==> config.mk <==
export PLATFORM = sky130hd
export DESIGN_NAME = crossing_request
export DESIGN_NICKNAME = d
export VERILOG_FILES = /design/src/rtl/crossing_request.sv
export SDC_FILE = /design/constraint.sdc
export NUM_CORES = 1
export LEC_CHECK = 0
export CORE_MARGIN = 8
export CORE_UTILIZATION = 47
export CTS_CLUSTER_SIZE = 28
export DETAILED_ROUTE_END_ITERATION = 6
export HOLD_SLACK_MARGIN = 0.1
export PLACE_DENSITY = 0.71
export SLEW_MARGIN = 20
export SYNTH_ARGS = -nofsm -noshare
export SYNTH_HDL_FRONTEND = slang
export SYNTH_SLANG_ARGS = --single-unit
export TNS_END_PERCENT = 20
==> constraint.sdc <==
create_clock -name clock -period 2 [get_ports clock]
set_clock_uncertainty 0.05 [all_clocks]
set_input_delay 0.3 -clock clock [delete_from_list [all_inputs] [get_ports clock]]
set_output_delay 0.3 -clock clock [all_outputs]
set_load 0.02 [all_outputs]
==> src/rtl/crossing_request.sv <==
// Push-button front end for the crossing controller: synchronises and debounces the
// button, holds start until the walk phase is seen, and queues presses made during a walk.
module crossing_request #(
    parameter int unsigned DEBOUNCE_CYCLES = 4,
    parameter int unsigned HOLDOFF_CYCLES  = 8,
    parameter logic [4:0]  WALK_PATTERN    = 5'b10100
) (
    input  logic       clock,
    input  logic       reset,
    input  logic       button,
    input  logic [4:0] lightseq,
    output logic       start,
    output logic       wait_lamp,
    output logic [7:0] req_count
);

    localparam int unsigned DW = $clog2(DEBOUNCE_CYCLES + 1);
    localparam int unsigned HW = $clog2(HOLDOFF_CYCLES + 1);
    localparam logic [DW-1:0] DB_LAST   = DW'(DEBOUNCE_CYCLES - 1);
    localparam logic [HW-1:0] HOLD_LOAD = HW'(HOLDOFF_CYCLES - 1);

    typedef enum logic [1:0] {IDLE, PENDING, SERVING, HOLDOFF} state_t;

    logic          sync_p0, sync_p1;
    logic          level;
    logic [DW-1:0] db_cnt;
    logic          press_evt;

    state_t        state, state_n;
    logic          queued, queued_n;
    logic [HW-1:0] hold_cnt, hold_cnt_n;
    logic [7:0]    count_n;
    logic          walk;

    // Synchroniser stage 0 -> 1, then debounce on the synchronised sample
    always_ff @(posedge clock) begin
        if (reset) begin
            sync_p0 <= 1'b0;
            sync_p1 <= 1'b0;
            level   <= 1'b0;
            db_cnt  <= '0;
        end else begin
            sync_p0 <= button;
            sync_p1 <= sync_p0;
            if (sync_p1 == level) begin
                db_cnt <= '0;
            end else if (db_cnt == DB_LAST) begin
                level  <= sync_p1;
                db_cnt <= '0;
            end else begin
                db_cnt <= db_cnt + 1'b1;
            end
        end
    end

    // High in the cycle whose closing edge flips the debounced level from 0 to 1
    assign press_evt = !level && sync_p1 && (db_cnt == DB_LAST);
    assign walk      = (lightseq == WALK_PATTERN);

    always_ff @(posedge clock) begin
        if (reset) begin
            state     <= IDLE;
            queued    <= 1'b0;
            hold_cnt  <= '0;
            req_count <= 8'd0;
        end else begin
            state     <= state_n;
            queued    <= queued_n;
            hold_cnt  <= hold_cnt_n;
            req_count <= count_n;
        end
    end

    always_comb begin
        state_n    = state;
        queued_n   = queued;
        hold_cnt_n = hold_cnt;
        count_n    = req_count;
        unique case (state)
            IDLE: begin
                if (press_evt) state_n = PENDING;
            end
            PENDING: begin
                if (walk) state_n = SERVING;
            end
            SERVING: begin
                if (press_evt) queued_n = 1'b1;
                if (!walk) begin
                    state_n    = HOLDOFF;
                    hold_cnt_n = HOLD_LOAD;
                    if (req_count != 8'hFF) count_n = req_count + 8'd1;
                end
            end
            HOLDOFF: begin
                if (hold_cnt == '0) begin
                    // A press landing on the exit cycle still counts as queued
                    if (queued || press_evt) begin
                        state_n  = PENDING;
                        queued_n = 1'b0;
                    end else begin
                        state_n = IDLE;
                    end
                end else begin
                    hold_cnt_n = hold_cnt - 1'b1;
                    if (press_evt) queued_n = 1'b1;
                end
            end
            default: state_n = IDLE;
        endcase
    end

    assign start     = (state == PENDING);
    assign wait_lamp = (state == PENDING) || queued;

endmodule

# --- After elaboration in Yosys (flattened, before gate mapping) ---
# Index checks and enable logic that the tools add are counted.
# Widths: inputs -> output; s select.
word_totals:
  wordCells: 53
  out_inout_bits: 10
  ff_bits: 21
  input_bits: 8
classes:
  addsub: 3
  muxes: 13
  reduce_logical: 14
  n_bitwise: 2
  eq_ne: 13
op_table:
  columns: ["operator", "count"]
  rows:
  - ["$add 8x1->8 const B", 1]
  - ["$mux 2", 4]
  - ["$mux 4", 2]
  - ["$ne 2x2->1 const B", 4]
  - ["$ne 8x8->1 const B", 1]
  - ["$pmux 2 s4", 1]
  - ["$pmux 4 s2", 1]
  - ["$reduce_and 3->1", 2]
  - ["$eq 5x5->1 const B", 1]
  - ["$eq 2x2->1 const B", 2]
  - ["$logic_not 4->1", 1]
  - ["$mux 1", 4]
  - ["$reduce_and 2->1", 2]
  - ["$reduce_and 4->1", 1]
  - ["$sub 4x1->4 const B", 1]
  - ["$add 3x1->3 const B", 1]
  - ["$eq 3x2->1 const B", 1]
  - ["$ne 3x3->1 const B", 1]
  - ["$reduce_or 3->1", 1]
  - ["$eq 2x1->1 const B", 1]
  - ["$logic_and 1x1->1", 2]
  - ["$logic_not 2->1", 1]
  - ["$logic_or 1x1->1", 2]
  - ["$ne 2x1->1 const B", 1]
  - ["other kinds (5)", 6]

# --- Longest topological paths before layout ---
logic_depth:
  word_depth: 7
  depth_mapped: 7
  depth_no_buf: 6

# --- Least setup slack after synthesis ---
# No wires, ideal clock.
synth_path:
  path_type: "register to register"
  from: "reg req_count[0]"
  to: "reg req_count[4]"
  stages_incl_launch_ff: 7
  required_ns: 1.881
  setup_ns: 0.069
  slack_ns: 0.311
  synth_period_minus_slack_ns: 1.689
  path_buffers: 1
  t_arrival_ns: 1.569
  path_cell_list: "dfxtp_1 > ha_1 > nand3_1 > nor2_1 > buf_2 > or4_1 > a21oi_2"
synth_between:
  elab_chain_cells: 2
synth_lines:
  columns: ["element", "line_no", "text"]
  rows:
  - ["start: declaration", "14", "output logic [7:0] req_count"]
  - ["start signal: assignment", "70", "req_count <= count_n;"]
  - ["parallel branches: the longest is 2 deep, another holds $add 8x1->8", null, null]
# Several ways; the timed one is not identified.
# A chain may end at the register's enable or synchronous reset.

# --- Final worst setup path ---
layout_path:
  from: "reg state[1]"
  to: "out wait_lamp"
layout_between:
  elab_chain_cells: 2
layout_lines:
  columns: ["element", "line_no", "text"]
  rows:
  - ["start: declaration", "29", "state_t state, state_n;"]
  - ["start signal: assignment", "67", "state <= state_n;"]
  - ["$eq 2x1->1", "113", "assign wait_lamp = (state == PENDING) || queued;"]
  - ["$logic_or 1x1->1", "113", null]
  - ["end: declaration", "13", "output logic wait_lamp,"]
# Every way passes these cells.

==> out/results.ini <==
[floorplan]
core-area_mm2 = 0.00241
die_w_um = 65.9
start_util = 0.485
die_h_um = 65.9
boundaryPins = 18
core.rowCount = 18
die_area_mm2 = 0.00434

[sta]
timing.fmax_mhz = 524
post-route-period-util = 0.954
period_minus_slack_ns = 1.91
slew_headroom = 0.684
tightestPinTransition_ns = 0.474
rsz0062_at_grt = false
setup_viol = 0
slew_violations = 0
hold_viol_final = 0

[setup_path]
critPathMaxFanout = 5
crit_arrival_ns = 1.56
crit_chain = inv_1, ha_1, or2_2, dlygate4sd2_1
slowest_stage = dfxtp_2
startpoint_type = flip-flop
crit_family = flip-flops
critPathBufInv = 2
cp.required_ns = 1.65
critical_path_class = flip-flop to primary output
max_stage_delay_ns = 0.39
cp-end-kind = primary output
reg2reg_slack_ns = 0.13

[synth]
syn_area_mm2 = 0.00117
synth_edf_count = 0
avgSynthCellArea_um2 = 9.28
ys_seq_elements = 21
synthFlopType = dfxtp_1
ys_seq_area_frac = 0.359
synth_top_area_cell = dfxtp_1
yosys.area.top_type_share = 0.359
async_reset_ff_frac = 0
synth_warnings = 0
syn_nets = 143
synth.area.top_cells = dfxtp_1 36%, ha_1 9.6%, a21oi_2 4.5%
yosysUniqueCellTypes = 41
synth_cells = 126

[grt]
overflow = 0
grt_usage = 0.119
grt_pass1_vias = 997
antenna_found_initial = 0
grt_start_max_net_pins = 20
grt_pass1_wl_mm = 4.15

[layout]
drive_gt1_frac = 0.227
layout_common_cells = 20 x dfxtp_1, 16 x clkdlybuf4s50_1, 13 x buf_4, 10 x inv_1, 9 x ha_1
nets = 172
diodes = 0
syn_to_final_growth_pct = 25.7
final_common_cell = dfxtp_1
layoutNonFillerInstCount = 184
final.fill_count = 222

[drt]
routedWlPerCell_um = 13.2
wl_mm = 2.43
first_pass_iters = 3
vias = 1003
antenna_left = 0
drt-initial-drc-count = 31
vias_per_cell = 5.45
route.detailed.drc = 0

[pwr]
p_total_mw = 0.790
power_leakage_nw = 0.557
ir_drop_uv = 354
power_density_mw_per_mm2 = 538

[clock_network]
cts_buffers = 3
h-tree-depth = 1
clockBufferDepth = 2
clock_latency_ns = 0.30
root_buffer = clkbuf_4
cts_tree = yes
cts_setup_buffers = 0
clk_pin_slew_ns = 0.12
hold_buffers = 0
cts.sinks = 21

[placed_design]
port-buffer-count = 17
routabilityCongestion = 0.744
hpwl_mm = 1.89
place_inst = 180

[status]
status = finished clean

[flow_run]
drv_cap = 0

[worst_hold_path]
hold_class = flip-flop to flip-flop

## path summary, 6_finish.rpt
kind,from,to,cells past startpoint
setup / recovery,state[1],wait_lamp,4
hold / removal,db_cnt[0],db_cnt[0],1
setup reg to reg,state[0],hold_cnt[1],6
hold reg to reg,db_cnt[0],db_cnt[0],1
## final cells by class
| cell class | instances | area (um2) | area share |
|---|---|---|---|
| repair buffers | 30 | 267 | 0.181 |
| well taps | 30 | 37.5 | 0.0255 |
| clock buffers | 3 | 22.5 | 0.0153 |
| multi-input cells | 89 | 679 | 0.462 |
| clock inverters | 1 | 5.00 | 0.00340 |
| inverters | 10 | 37.5 | 0.0255 |
| flip-flops and latches | 21 | 422 | 0.287 |
## through the flow
step	setup slack [ns]	hold slack, ns	utilization	TNS [ns]	cell area [um2]
after floorplan	0.311	0.358	-	0	1170
after global placement	-0.0892	0.367	0.599	-0.179	1440
after detailed placement	-0.146	0.377	0.599	-0.747	1440
after CTS	0.00963	0.398	0.610	0	1470
after global routing	0.00939	0.417	0.610	0	1470
final	0.0915	0.393	0.610	0	1470
## cells by family (layout without fill, tap and decap cells)
| kind of cell | after synthesis | in the layout | share of synthesized area |
|---|---|---|---|
| fa+ha+maj | 9 | 9 | 0.0963 |
| mux | 3 | 3 | 0.0342 |
| compound gates | 33 | 33 | 0.214 |
| buf+inv | 16 | 44 | 0.0599 |
| simple gates | 44 | 44 | 0.236 |
| flops | 21 | 21 | 0.359 |
## sequential cells by signal (all words and copies together), names as in the netlist
| signal | flops |
|---|---|
| hold_cnt | 4 |
| db_cnt | 3 |
| sync_p1 | 1 |
| level | 1 |
| req_count | 8 |
| state | 2 |
| sync_p0 | 1 |
| queued | 1 |
## where the power goes
group / total (mW) / internal [mW] / switching, mW
registers: 0.435 / 0.427 / 0.00762
clock network: 0.204 / 0.0745 / 0.130
logic: 0.151 / 0.0824 / 0.0687
## synthesized netlist by cell type, types with 2 or more instances
cell	count
clkbuf_1	2
dfxtp_1	21
o41ai_1	2
or4_1	4
a31oi_1	3
or2_2	2
buf_2	2
o31ai_1	4
nand2b_1	2
ha_1	9
nor2b_1	3
o21ai_1	3
nand3_1	7
mux2_4	2
nor4_1	2
or3_1	3
nand2_1	5
a21oi_2	6
a21oi_1	7
nor2_1	7
inv_1	10
## per-layer routing
layer,up-vias,share of wire,global-route usage
met1,468,0.44,0.118
met5,-,0,0
met4,0,0.0078,0.0409
li1,517,-,-
met2,16,0.49,0.218
met3,2,0.061,0.0458
## what timing repair did
action,in CTS,in global routing
pin swaps,0,0
gates resized for setup,1,1
setup endpoints to repair,1,2
Note: power is estimated with default switching activity, not from simulation.
